## config.mk

```make
export PLATFORM = sky130hd
export DESIGN_NAME = serial_frame_deserializer
export DESIGN_NICKNAME = d
export VERILOG_FILES = /design/src/rtl/serial_frame_deserializer.sv
export SDC_FILE = /design/constraint.sdc
export NUM_CORES = 1
export LEC_CHECK = 0
export CAP_MARGIN = 20
export CORE_ASPECT_RATIO = 2
export CORE_UTILIZATION = 50
export DETAILED_ROUTE_END_ITERATION = 8
export GPL_ROUTABILITY_DRIVEN = 0
export GPL_TIMING_DRIVEN = 0
export HOLD_SLACK_MARGIN = 0.02
export PLACE_DENSITY = 0.73
export SLEW_MARGIN = 20
export SYNTH_ARGS = -nofsm -noshare
export SYNTH_HDL_FRONTEND = slang
export SYNTH_SLANG_ARGS = --single-unit
```

## constraint.sdc

```tcl
create_clock -name clk -period 5.36 [get_ports clk]
set_input_delay 0.536 -clock clk [delete_from_list [all_inputs] [get_ports clk]]
set_output_delay 0.536 -clock clk [all_outputs]
set_load 0.02 [all_outputs]
```

## src/rtl/serial_frame_deserializer.sv

```systemverilog
// -----------------------------------------------------------------------------
// serial_frame_deserializer
//
// Turns the serial bit stream from the 4-stage shift chain into parallel
// words. The receiver hunts for a sync pattern, then collects WIDTH data bits
// and one even-parity bit. A good word is presented on a registered output
// with a valid/ready handshake. Parity failures and dropped frames are
// reported as single-cycle pulses.
//
// Ports:
//   clk        in   clock, rising edge
//   rst        in   synchronous active-high reset
//   bit_in     in   serial data bit, qualified by bit_valid
//   bit_valid  in   bit_in carries a bit this cycle
//   word_ready in   consumer takes word_out while word_valid=1
//   word_out   out  last good received word (registered)
//   word_valid out  word_out holds an unconsumed word
//   parity_err out  one-cycle pulse: frame discarded on parity failure
//   overrun    out  one-cycle pulse: good frame dropped, output occupied
//   in_frame   out  high while collecting data or parity
// -----------------------------------------------------------------------------
module serial_frame_deserializer #(
    parameter int                  WIDTH        = 8,
    parameter int                  SYNC_LEN     = 4,
    parameter logic [SYNC_LEN-1:0] SYNC_PATTERN = 4'b1011,
    parameter bit                  MSB_FIRST    = 1'b1
) (
    input  logic             clk,
    input  logic             rst,
    input  logic             bit_in,
    input  logic             bit_valid,
    input  logic             word_ready,
    output logic [WIDTH-1:0] word_out,
    output logic             word_valid,
    output logic             parity_err,
    output logic             overrun,
    output logic             in_frame
);

    localparam int             CW       = $clog2(WIDTH + 1);
    localparam logic [CW-1:0]  LAST_IDX = CW'(WIDTH - 1);

    typedef enum logic [1:0] {
        ST_HUNT   = 2'd0,
        ST_DATA   = 2'd1,
        ST_PARITY = 2'd2
    } state_t;

    // Even parity check: result is 1 when the frame carries an odd number of ones.
    function automatic logic frame_parity_fail(input logic [WIDTH-1:0] data,
                                               input logic             par);
        return ^{data, par};
    endfunction

    state_t              state_r, state_s;
    logic [SYNC_LEN-1:0] hist_r, hist_s, hist_shift_s;
    logic [CW-1:0]       cnt_r, cnt_s;
    logic [WIDTH-1:0]    data_r, data_s, data_shift_s;
    logic [WIDTH-1:0]    word_out_r, word_out_s;
    logic                word_valid_r, word_valid_s;
    logic                parity_err_r, parity_err_s;
    logic                overrun_r, overrun_s;
    logic                in_frame_r;

    assign word_out   = word_out_r;
    assign word_valid = word_valid_r;
    assign parity_err = parity_err_r;
    assign overrun    = overrun_r;
    assign in_frame   = in_frame_r;

    // Shifted views of the sync history and the data register for this bit.
    always_comb begin
        hist_shift_s = {hist_r[SYNC_LEN-2:0], bit_in};
        if (MSB_FIRST) begin
            data_shift_s = {data_r[WIDTH-2:0], bit_in};
        end else begin
            data_shift_s = {bit_in, data_r[WIDTH-1:1]};
        end
    end

    // Next-state, datapath and output-handshake logic.
    always_comb begin
        state_s      = state_r;
        hist_s       = hist_r;
        cnt_s        = cnt_r;
        data_s       = data_r;
        word_out_s   = word_out_r;
        // An accepted word frees the output unless a new load overrides below.
        word_valid_s = word_valid_r & ~word_ready;
        parity_err_s = 1'b0;
        overrun_s    = 1'b0;

        case (state_r)
            ST_HUNT: begin
                if (bit_valid) begin
                    hist_s = hist_shift_s;
                    if (hist_shift_s == SYNC_PATTERN) begin
                        state_s = ST_DATA;
                        cnt_s   = {CW{1'b0}};
                    end else begin
                        state_s = ST_HUNT;
                    end
                end else begin
                    state_s = ST_HUNT;
                end
            end
            ST_DATA: begin
                if (bit_valid) begin
                    data_s = data_shift_s;
                    cnt_s  = cnt_r + CW'(1);
                    if (cnt_r == LAST_IDX) begin
                        state_s = ST_PARITY;
                    end else begin
                        state_s = ST_DATA;
                    end
                end else begin
                    state_s = ST_DATA;
                end
            end
            ST_PARITY: begin
                if (bit_valid) begin
                    // History is cleared so data bits never contribute to sync.
                    state_s = ST_HUNT;
                    hist_s  = {SYNC_LEN{1'b0}};
                    cnt_s   = {CW{1'b0}};
                    if (frame_parity_fail(data_r, bit_in)) begin
                        parity_err_s = 1'b1;
                    end else if (!word_valid_r || word_ready) begin
                        word_out_s   = data_r;
                        word_valid_s = 1'b1;
                    end else begin
                        overrun_s = 1'b1;
                    end
                end else begin
                    state_s = ST_PARITY;
                end
            end
            default: begin
                state_s = ST_HUNT;
                hist_s  = {SYNC_LEN{1'b0}};
                cnt_s   = {CW{1'b0}};
            end
        endcase
    end

    // State and output registers with synchronous reset.
    always_ff @(posedge clk) begin
        if (rst) begin
            state_r      <= ST_HUNT;
            hist_r       <= {SYNC_LEN{1'b0}};
            cnt_r        <= {CW{1'b0}};
            data_r       <= {WIDTH{1'b0}};
            word_out_r   <= {WIDTH{1'b0}};
            word_valid_r <= 1'b0;
            parity_err_r <= 1'b0;
            overrun_r    <= 1'b0;
            in_frame_r   <= 1'b0;
        end else begin
            state_r      <= state_s;
            hist_r       <= hist_s;
            cnt_r        <= cnt_s;
            data_r       <= data_s;
            word_out_r   <= word_out_s;
            word_valid_r <= word_valid_s;
            parity_err_r <= parity_err_s;
            overrun_r    <= overrun_s;
            in_frame_r   <= (state_s != ST_HUNT);
        end
    end

endmodule

```

==> impl_metrics.toml, run 1 <==
[power_and_ir_drop]
seqPwrFrac = 0.507
p_switching_w = 0.0000887
switching_share = 0.207
comb_power_share = 0.037
ir_drop_v = 0.000197
p_int_w = 0.000339
clockPowerShare = 0.456
leakagePower_nw = 0.611
p_per_area_mw_per_mm2 = 270
p_total_w = 0.000428

[status]
status = "finished, final reports clean"

[critical_path]
start_kind = "primary input"
critPathRequiredTime_ns = 5.57
end_kind = "flop"
critical_path_arrival_ns = 2.35
cp_max_fo = 8
worstSetupPathType = "in2reg"

[sta]
setup_viol = 0
fmax_mhz = 468
finalHoldViolCount = 0
setup_tns_ns = 0
slew_headroom = 0.571
drv_slew = 0
rsz0062_at_grt = "no"
final.period_utilization = 0.398
min_period_ns = 2.14
fin_skew_ns = 0.00555
worst_slew_pin_slew_ns = 0.643

[yosys]
synth_top_area_share = 0.443
synth-edff-count = 0
synth_seq_area_share = 0.443
synth_area_leaders = "dfxtp_1, mux2i_1, nand2b_1, nor2_1, xnor3_1"
synth-seq-cells = 29
syn_area_sq_mm = 0.00131
synth_warnings = 0
avgSynthCellArea_sq_um = 9.70
yosysTopAreaCell = "dfxtp_1"
synthArstFlopShare = 0
synth-main-ff-cell = "dfxtp_1"
synth_cell_types = 31
synthCells = 135
synth_nets = 141

[clock_tree]
cts_max_level = 2
cts.sinks = 29
path_clk_slew_ns = 0.06
cts_tree = "built"
cts-hold-fix-buffers = 0
clk_path_buf_depth = 2
cts_buffers = 5
root_buffer = "clkbuf_8"
clk_latency_ns = 0.29
cts_setup_buffers = 0
cts_resized = 0

[grt]
grt_pass1_vias = 914
antenna_found_initial = 0
grt_pass1_wl_mm = 4.07
grt_overflow_total = 0
grt_util_all_layers = 0.216
grt_max_degree = 11

[route]
drc = 0
avgViaCountPerCell = 5.30
dr.first_iter.drc_count = 36
drt-total-wl_mm = 2.49
avgRoutedWirePerCell_um = 13.5
vias = 975
antenna_left = 0
dr.pass1.iters = 4

[die]
die_y_um = 74.4
die-width_um = 38.2
io_pins = 17
placementRows = 25
fp.dieArea_sq_mm = 0.00284
core_sq_mm = 0.00241
initial_utilization = 0.544

[layout]
diodes = 0
synthToLayoutAreaGrowth_pct = 21.0
final_nets = 162
drive_gt1_frac = 0.0764

[flow_run]
maxCapViolCount = 0

[place]
dpl.hpwl_mm = 1.88
io_buffers = 14

[hold_path]
hp-class = "reg2reg"
-- cell usage after synthesis (all sizes together) (2+ instances only) --
library cell / n
xor2: 2
a22oi: 3
nor2: 18
nor3: 3
nand4b: 3
dfxtp: 29
nand2: 3
xnor2: 3
or2b: 2
or3: 2
a21oi: 6
inv: 2
clkbuf: 7
o22ai: 2
a21o: 2
mux2i: 17
or2: 2
nand2b: 16
xnor3: 2
-- through the flow --
stage          hold WS [ns]   util  area, sq um  setup WS, ns  cells
2_1_floorplan         0.449      -         1310          3.39    135
3_3_place_gp          0.457  0.616         1480          2.94    176
3_5_place_dp          0.467  0.616         1480          2.88    176
4_1_cts               0.477  0.658         1590          3.19    184
5_1_grt               0.492  0.658         1590          3.11    184
6_report              0.472  0.658         1590          3.22    184
-- cells by family (layout without fill, tap and decap cells) --
family	Yosys count	after routing	synth area share
fa+ha+maj	1	1	0.00955
buf+inv	10	32	0.0287
compound gates	16	16	0.0764
xor+xnor	7	7	0.0678
mux	17	17	0.139
simple gates	55	55	0.235
flops	29	29	0.443
-- layout make-up --
cell class	instances	area, sq um
Fill cell	200	823
Multi-Input combinational cell	96	692
Sequential cell	29	581
Timing Repair Buffer	14	140
Clock buffer	7	96.3
Tap cell	27	33.8
Buffer	8	30.0
Inverter	2	7.51
Clock inverter	1	5.00
-- routing by layer --
| metal | wire (um) | global-route usage | vias to the layer above |
|---|---|---|---|
| met1 | 916 | 0.205 | 451 |
| met5 | 0 | 0 | - |
| met4 | 77 | 0.143 | 0 |
| met3 | 88 | 0.0806 | 7 |
| li1 | - | - | 501 |
| met2 | 1410 | 0.365 | 16 |
-- flip-flops by register name, indices dropped and copies added (netlist names) --
register and count:
in_frame 1, parity_err 1, data_r 8, overrun 1, hist_r 3, word_valid 1, state_r 2, cnt_r 4
word_out 8
-- power groups by stage --
stage                     clock [W]  combinational (W)  sequential (W)
after floorplan                   0          0.0000112        0.000221
after global placement            0          0.0000157        0.000222
after global routing       0.000212          0.0000176        0.000217
after detailed placement          0          0.0000158        0.000222
after CTS                  0.000203          0.0000159        0.000217
final                      0.000195          0.0000157        0.000217
-- cells in the final DEF, fill, tap and decap left out, types with 3 or more instances in the layout --
| master | count |
|---|---|
| nor3_1 | 3 |
| clkbuf_1 | 7 |
| nand2_1 | 3 |
| mux2i_1 | 16 |
| nand4b_1 | 3 |
| nand2b_1 | 16 |
| nor2_1 | 18 |
| clkdlybuf4s50_1 | 14 |
| dfxtp_1 | 29 |
| clkbuf_8 | 7 |
| a22oi_1 | 3 |
| a21oi_1 | 6 |
| xnor2_1 | 3 |
-- worst max-delay path, stage by stage --
cell and delay, ns:
clkdlybuf4s50_1 0.51, xnor2_1 0.24, xnor3_1 0.41, mux2i_4 0.42, mux2i_1 0.24
-- path summary, 6_finish.rpt --
path                               to  slack [ns]                      from  depth (start not counted)
max reg2reg  word_out[1]$_SDFFE_PP0P_        3.30    data_r[1]$_SDFFE_PP0P_                          4
max          word_out[1]$_SDFFE_PP0P_        3.22                    bit_in                          5
min reg2reg  word_out[4]$_SDFFE_PP0P_        0.47  word_out[4]$_SDFFE_PP0P_                          2
min          word_out[4]$_SDFFE_PP0P_        0.47  word_out[4]$_SDFFE_PP0P_                          2
Note: power is estimated with default switching activity, not from simulation.
==> run 2: changes to the inputs <==
--- a/config.mk
+++ b/config.mk
@@ -7,12 +7,12 @@
 export LEC_CHECK = 0
 export CAP_MARGIN = 20
 export CORE_ASPECT_RATIO = 2
-export CORE_UTILIZATION = 50
+export CORE_UTILIZATION = 48
 export DETAILED_ROUTE_END_ITERATION = 8
 export GPL_ROUTABILITY_DRIVEN = 0
 export GPL_TIMING_DRIVEN = 0
 export HOLD_SLACK_MARGIN = 0.02
-export PLACE_DENSITY = 0.73
+export PLACE_DENSITY = 0.74
 export SLEW_MARGIN = 20
 export SYNTH_ARGS = -nofsm -noshare
 export SYNTH_HDL_FRONTEND = slang
==> constraint.sdc (replaced) <==
create_clock -name clk -period 1.8 [get_ports clk]
set_input_delay 0.18 -clock clk [delete_from_list [all_inputs] [get_ports clk]]
set_output_delay 0.18 -clock clk [all_outputs]
set_load 0.02 [all_outputs]
==> impl_metrics.toml, run 2 (synthesis results as in run 1) <==
[layout]
drive_gt1_frac = 0.126
finish.instance_area_sq_mm = 0.00165
final_nets = 164
synthToLayoutAreaGrowth_pct = 25.6
multi_input_area_sq_um = 693
diodes = 0
fill_cells = 242
final_common_cell = "dfxtp_1"
fin_cells = 187
seqCellArea_sq_um = 584
mostFrequentLayoutCells = "dfxtp_1, nor2_1, nand2b_1, mux2i_1, clkdlybuf4s50_1"

[die]
core_sq_mm = 0.00257
die-width_um = 38.9
fp.dieArea_sq_mm = 0.00295
io_pins = 17
placementRows = 26
die_y_um = 75.9
initial_utilization = 0.510

[sta]
min_period_ns = 1.85
worst_slack_ns = -0.0489
hold_slack_ns = 0.313
drv_slew = 0
worst_slew_pin_slew_ns = 0.434
setup_viol = 8
slew_headroom = 0.710
finalHoldViolCount = 0
fmax_mhz = 541
final.period_utilization = 1.03
rsz0062_at_grt = "yes"
fin_skew_ns = 0.00878

[clock_tree]
clk_latency_ns = 0.28
root_buffer = "clkbuf_8"
cts_tree = "built"
cts_buffers = 5
cts_max_level = 2
clk_path_buf_depth = 2
path_clk_slew_ns = 0.07
cts.sinks = 29

[grt]
grt_max_degree = 11
grt_overflow_total = 0
grt_pass1_wl_mm = 4.05
grt_pass1_vias = 975
grt_util_all_layers = 0.198
antenna_found_initial = 0

[place]
place_area_sq_mm = 0.00149
dpl.hpwl_mm = 1.75
dp.cells = 177
io_buffers = 14

[route]
drt-total-wl_mm = 2.34
wl_met1_um = 909
wl_met3_um = 84
top_layer = "met4"
avgRoutedWirePerCell_um = 12.5
drc = 0
dr.pass1.iters = 4
wl_met2_mm = 1.29
avgViaCountPerCell = 5.41
vias = 1012
dr.first_iter.drc_count = 16
antenna_left = 0

[critical_path]
start_kind = "flop"
worstSetupPathType = "reg2reg"
reg2reg_from = "data_r[1]$_SDFFE_PP0P_"
ff2ff_setup_slack_ns = -0.05
critical_path_arrival_ns = 2.05
cp_max_fo = 8
critPathRequiredTime_ns = 2.00
r2r_cells = 5
worst_r2r_endpoint = "word_out[0]$_SDFFE_PP0P_"
end_kind = "flop"

[flow_run]
maxCapViolCount = 0

[status]
status = "finished with violations"
failed_checks = "negative setup slack"

[power_and_ir_drop]
leakagePower_nw = 0.636
p_per_area_mw_per_mm2 = 847
ir_drop_v = 0.000785

[hold_path]
hp-class = "in2reg"
min_to = "parity_err$_SDFF_PP0_"
hold_path_depth = 3
hp-start = "bit_valid"
run 2: cell types whose count changed in the layout (fill, tap and decap cells not counted), sizes merged:
cell	before	now
buf	1	5
bufinv	0	1
clkbuf	14	11
clkinv	1	0
clkinvlp	0	1
run 2: worst max path at each step:
| stage | endpoint | cells after the start | from |
|---|---|---|---|
| detailed placement | word_out[7]$_SDFFE_PP0P_ | 5 | bit_in |
| global route | word_out[0]$_SDFFE_PP0P_ | 5 | data_r[1]$_SDFFE_PP0P_ |
| floorplan | word_out[0]$_SDFFE_PP0P_ | 4 | data_r[3]$_SDFFE_PP0P_ |
| global placement | word_out[0]$_SDFFE_PP0P_ | 5 | bit_in |
| finish | word_out[0]$_SDFFE_PP0P_ | 5 | data_r[1]$_SDFFE_PP0P_ |
| CTS | word_out[7]$_SDFFE_PP0P_ | 5 | data_r[1]$_SDFFE_PP0P_ |
run 2: worst max-delay path, cell delays in order, from the launching register on:
cell and delay (ns):
dfxtp_2 0.34, xnor3_2 0.43, or4b_4 0.50, mux2i_4 0.17
buf_12 0.15, mux2i_1 0.18
run 2: cell type report:
class                           instances  share of cell area
Buffer                                  6              0.0137
Clock buffer                            6              0.0502
Clock inverter                          2              0.0228
Inverter                                2             0.00456
Multi-Input combinational cell         96               0.421
Sequential cell                        29               0.355
Tap cell                               28              0.0213
Timing Repair Buffer                   18               0.111
run 2: timing repair:
action,CTS,global route
pin swaps,1,0
setup endpoints to repair,8,16
hold buffers,0,0
cloned,0,0
gates resized for setup,2,1
setup buffers,2,2
endpoints found under the hold margin,0,0
run 2: power by group:
group          internal [W]  leakage (nW)  total [W]  switching [W]
registers          0.000644         0.235   0.000646     0.00000175
clock network      0.000450        0.0574   0.000702       0.000253
logic             0.0000209         0.343  0.0000463      0.0000254
run 2: per-stage QoR:
step | worst slack (ns) | utilization | setup TNS, ns | power, W
2_1_floorplan | -0.0465 | - | -0.372 | 0.000693
3_5_place_dp | -0.292 | 0.578 | -2.50 | 0.000707
3_3_place_gp | -0.259 | 0.578 | -2.22 | 0.000706
6_report | -0.0489 | 0.640 | -0.249 | 0.00139
5_1_grt | -0.154 | 0.640 | -0.898 | 0.00145
4_1_cts | -0.0788 | 0.637 | -0.493 | 0.00141
run 2: per-layer routing:
| metal | GRT usage | vias up |
|---|---|---|
| met5 | 0 | - |
| li1 | - | 507 |
| met2 | 0.354 | 18 |
| met4 | 0.0920 | 0 |
| met1 | 0.193 | 482 |
| met3 | 0.0700 | 5 |
==> run 3: changes to the inputs <==
--- a/config.mk
+++ b/config.mk
@@ -7,12 +7,13 @@
 export LEC_CHECK = 0
 export CAP_MARGIN = 20
 export CORE_ASPECT_RATIO = 2
-export CORE_UTILIZATION = 48
+export CORE_UTILIZATION = 50
 export DETAILED_ROUTE_END_ITERATION = 8
+export DONT_BUFFER_PORTS = 1
 export GPL_ROUTABILITY_DRIVEN = 0
 export GPL_TIMING_DRIVEN = 0
 export HOLD_SLACK_MARGIN = 0.02
-export PLACE_DENSITY = 0.74
+export PLACE_DENSITY = 0.68
 export SLEW_MARGIN = 20
 export SYNTH_ARGS = -nofsm -noshare
 export SYNTH_HDL_FRONTEND = slang
==> impl_metrics.toml, run 3 (synthesis results as in run 1) <==
[die]
placementRows = 25
initial_utilization = 0.544
core_sq_mm = 0.00241
io_pins = 17
die_y_um = 74.4
die-width_um = 38.2
fp.dieArea_sq_mm = 0.00284

[status]
failed_checks = "negative setup slack"
status = "finished with violations"

[grt]
grt_max_degree = 11
grt_overflow_total = 0
grt_util_all_layers = 0.208
grt_pass1_wl_mm = 4.04
grt_pass1_vias = 996
antenna_found_initial = 0
grt.met1_usage = 0.178
met3_usage = 0.0716
grt_use_met2 = 0.388
top_usage_layer = "met2"

[critical_path]
worst_r2r_endpoint = "word_out[0]$_SDFFE_PP0P_"
r2r_cells = 5
cp_max_fo = 8
critical_path_arrival_ns = 2.02
worstSetupPathType = "reg2reg"
start_kind = "flop"
critPathRequiredTime_ns = 2.01
end_kind = "flop"
ff2ff_setup_slack_ns = -0.008
reg2reg_from = "data_r[1]$_SDFFE_PP0P_"

[power_and_ir_drop]
p_int_w = 0.00101
switching_share = 0.211
seqPwrFrac = 0.507
comb_power_share = 0.034
clockPowerShare = 0.460
p_switching_w = 0.000269
leakagePower_nw = 0.580
p_per_area_mw_per_mm2 = 861
ir_drop_v = 0.000580

[clock_tree]
path_clk_slew_ns = 0.06
cts-hold-fix-buffers = 0
clk_path_buf_depth = 2
cts_tree = "built"
cts_max_level = 2
cts.sinks = 29
root_buffer = "clkbuf_8"
clk_latency_ns = 0.28
cts_buffers = 5

[layout]
drive_gt1_frac = 0.124
fill_cells = 199
final_nets = 150
final_common_cell = "dfxtp_1"
finish.instance_area_sq_mm = 0.00148
seqCellArea_sq_um = 584
diodes = 0
synthToLayoutAreaGrowth_pct = 13.0
mostFrequentLayoutCells = "dfxtp_1, nor2_1, nand2b_1, mux2i_1, clkbuf_8"
multi_input_area_sq_um = 692

[place]
dpl.hpwl_mm = 1.79
place_ws_ns = -0.203
place_area_sq_mm = 0.00135
io_buffers = 0

[route]
avgRoutedWirePerCell_um = 14.0
vias = 963
dr.pass1.iters = 4
drt-total-wl_mm = 2.42
dr.first_iter.drc_count = 7
avgViaCountPerCell = 5.60
drc = 0
antenna_left = 0

[sta]
rsz0062_at_grt = "yes"
final.period_utilization = 1.00
fin_skew_ns = 0.00400
worst_slew_pin_slew_ns = 0.621
worst_slack_ns = -0.00752
min_period_ns = 1.81
fmax_mhz = 553
slew_headroom = 0.586
setup_viol = 3
drv_slew = 0
finalHoldViolCount = 0

[hold_path]
hp-class = "in2reg"
hp-start = "bit_in"
min_to = "data_r[0]$_SDFFE_PP0P_"
hold_path_depth = 2

[flow_run]
maxCapViolCount = 0
## run 3: cell count changes in the layout (fill, tap and decap cells not counted), sizes merged
cell	before	now
clkdlybuf4s50	14	0
bufinv	1	0
clkinvlp	1	0
clkinv	0	1
clkbuf	11	13
buf	5	4
## run 3: final cells by class
class | instances | share of cell area
Buffer | 7 | 0.0178
Multi-Input combinational cell | 96 | 0.467
Timing Repair Buffer | 3 | 0.0237
Tap cell | 27 | 0.0228
Inverter | 2 | 0.00507
Clock buffer | 7 | 0.0651
Clock inverter | 1 | 0.00338
Sequential cell | 29 | 0.395
## run 3: what timing repair did
action	4_1_cts	5_1_grt
resized for setup	1	1
setup buffers	3	0
endpoints found under the setup margin	8	8
pin swaps	1	0
## run 3: power by group through the flow
| stage | sequential, W | combinational, W | clock, W |
|---|---|---|---|
| 6_report | 0.000646 | 0.0000428 | 0.000586 |
| 5_1_grt | 0.000646 | 0.0000464 | 0.000636 |
| 4_1_cts | 0.000646 | 0.0000435 | 0.000611 |
| 3_5_place_dp | 0.000660 | 0.0000429 | 0 |
| 3_3_place_gp | 0.000660 | 0.0000414 | 0 |
| 2_1_floorplan | 0.000659 | 0.0000333 | 0 |
## run 3: metal layers
layer  routed length (um)  part of all wire
met4                   56             0.023
met3                   69             0.029
met2                 1420              0.59
met1                  874              0.36
met5                    0                 0
## run 3: worst max-delay path by stage
stage	cells after the start	start	slack, ns	to
after floorplan	4	data_r[3]$_SDFFE_PP0P_	-0.05	word_out[0]$_SDFFE_PP0P_
after global placement	4	data_r[3]$_SDFFE_PP0P_	-0.17	word_out[0]$_SDFFE_PP0P_
after detailed placement	4	data_r[3]$_SDFFE_PP0P_	-0.20	word_out[0]$_SDFFE_PP0P_
after CTS	5	data_r[1]$_SDFFE_PP0P_	-0.008	word_out[0]$_SDFFE_PP0P_
after global routing	5	data_r[1]$_SDFFE_PP0P_	-0.08	word_out[0]$_SDFFE_PP0P_
final	5	data_r[1]$_SDFFE_PP0P_	-0.008	word_out[0]$_SDFFE_PP0P_
## run 3: through the flow
| stage | util | TNS, ns | instances | hold slack, ns | power, W |
|---|---|---|---|---|---|
| floorplan | - | -0.372 | 135 | 0.324 | 0.000693 |
| global placement | 0.558 | -1.29 | 162 | 0.331 | 0.000701 |
| detailed placement | 0.558 | -1.55 | 162 | 0.344 | 0.000703 |
| CTS | 0.614 | -0.00785 | 172 | 0.0419 | 0.00130 |
| global route | 0.615 | -0.377 | 172 | 0.0460 | 0.00133 |
| finish | 0.615 | -0.00989 | 172 | 0.0497 | 0.00128 |
## run 3: worst max-delay path, stage by stage, from the launching register on
cell and delay [ns]:
dfxtp_2 0.33, xnor3_1 0.40, or4b_4 0.50, mux2i_4 0.18
buf_12 0.15, mux2i_1 0.17
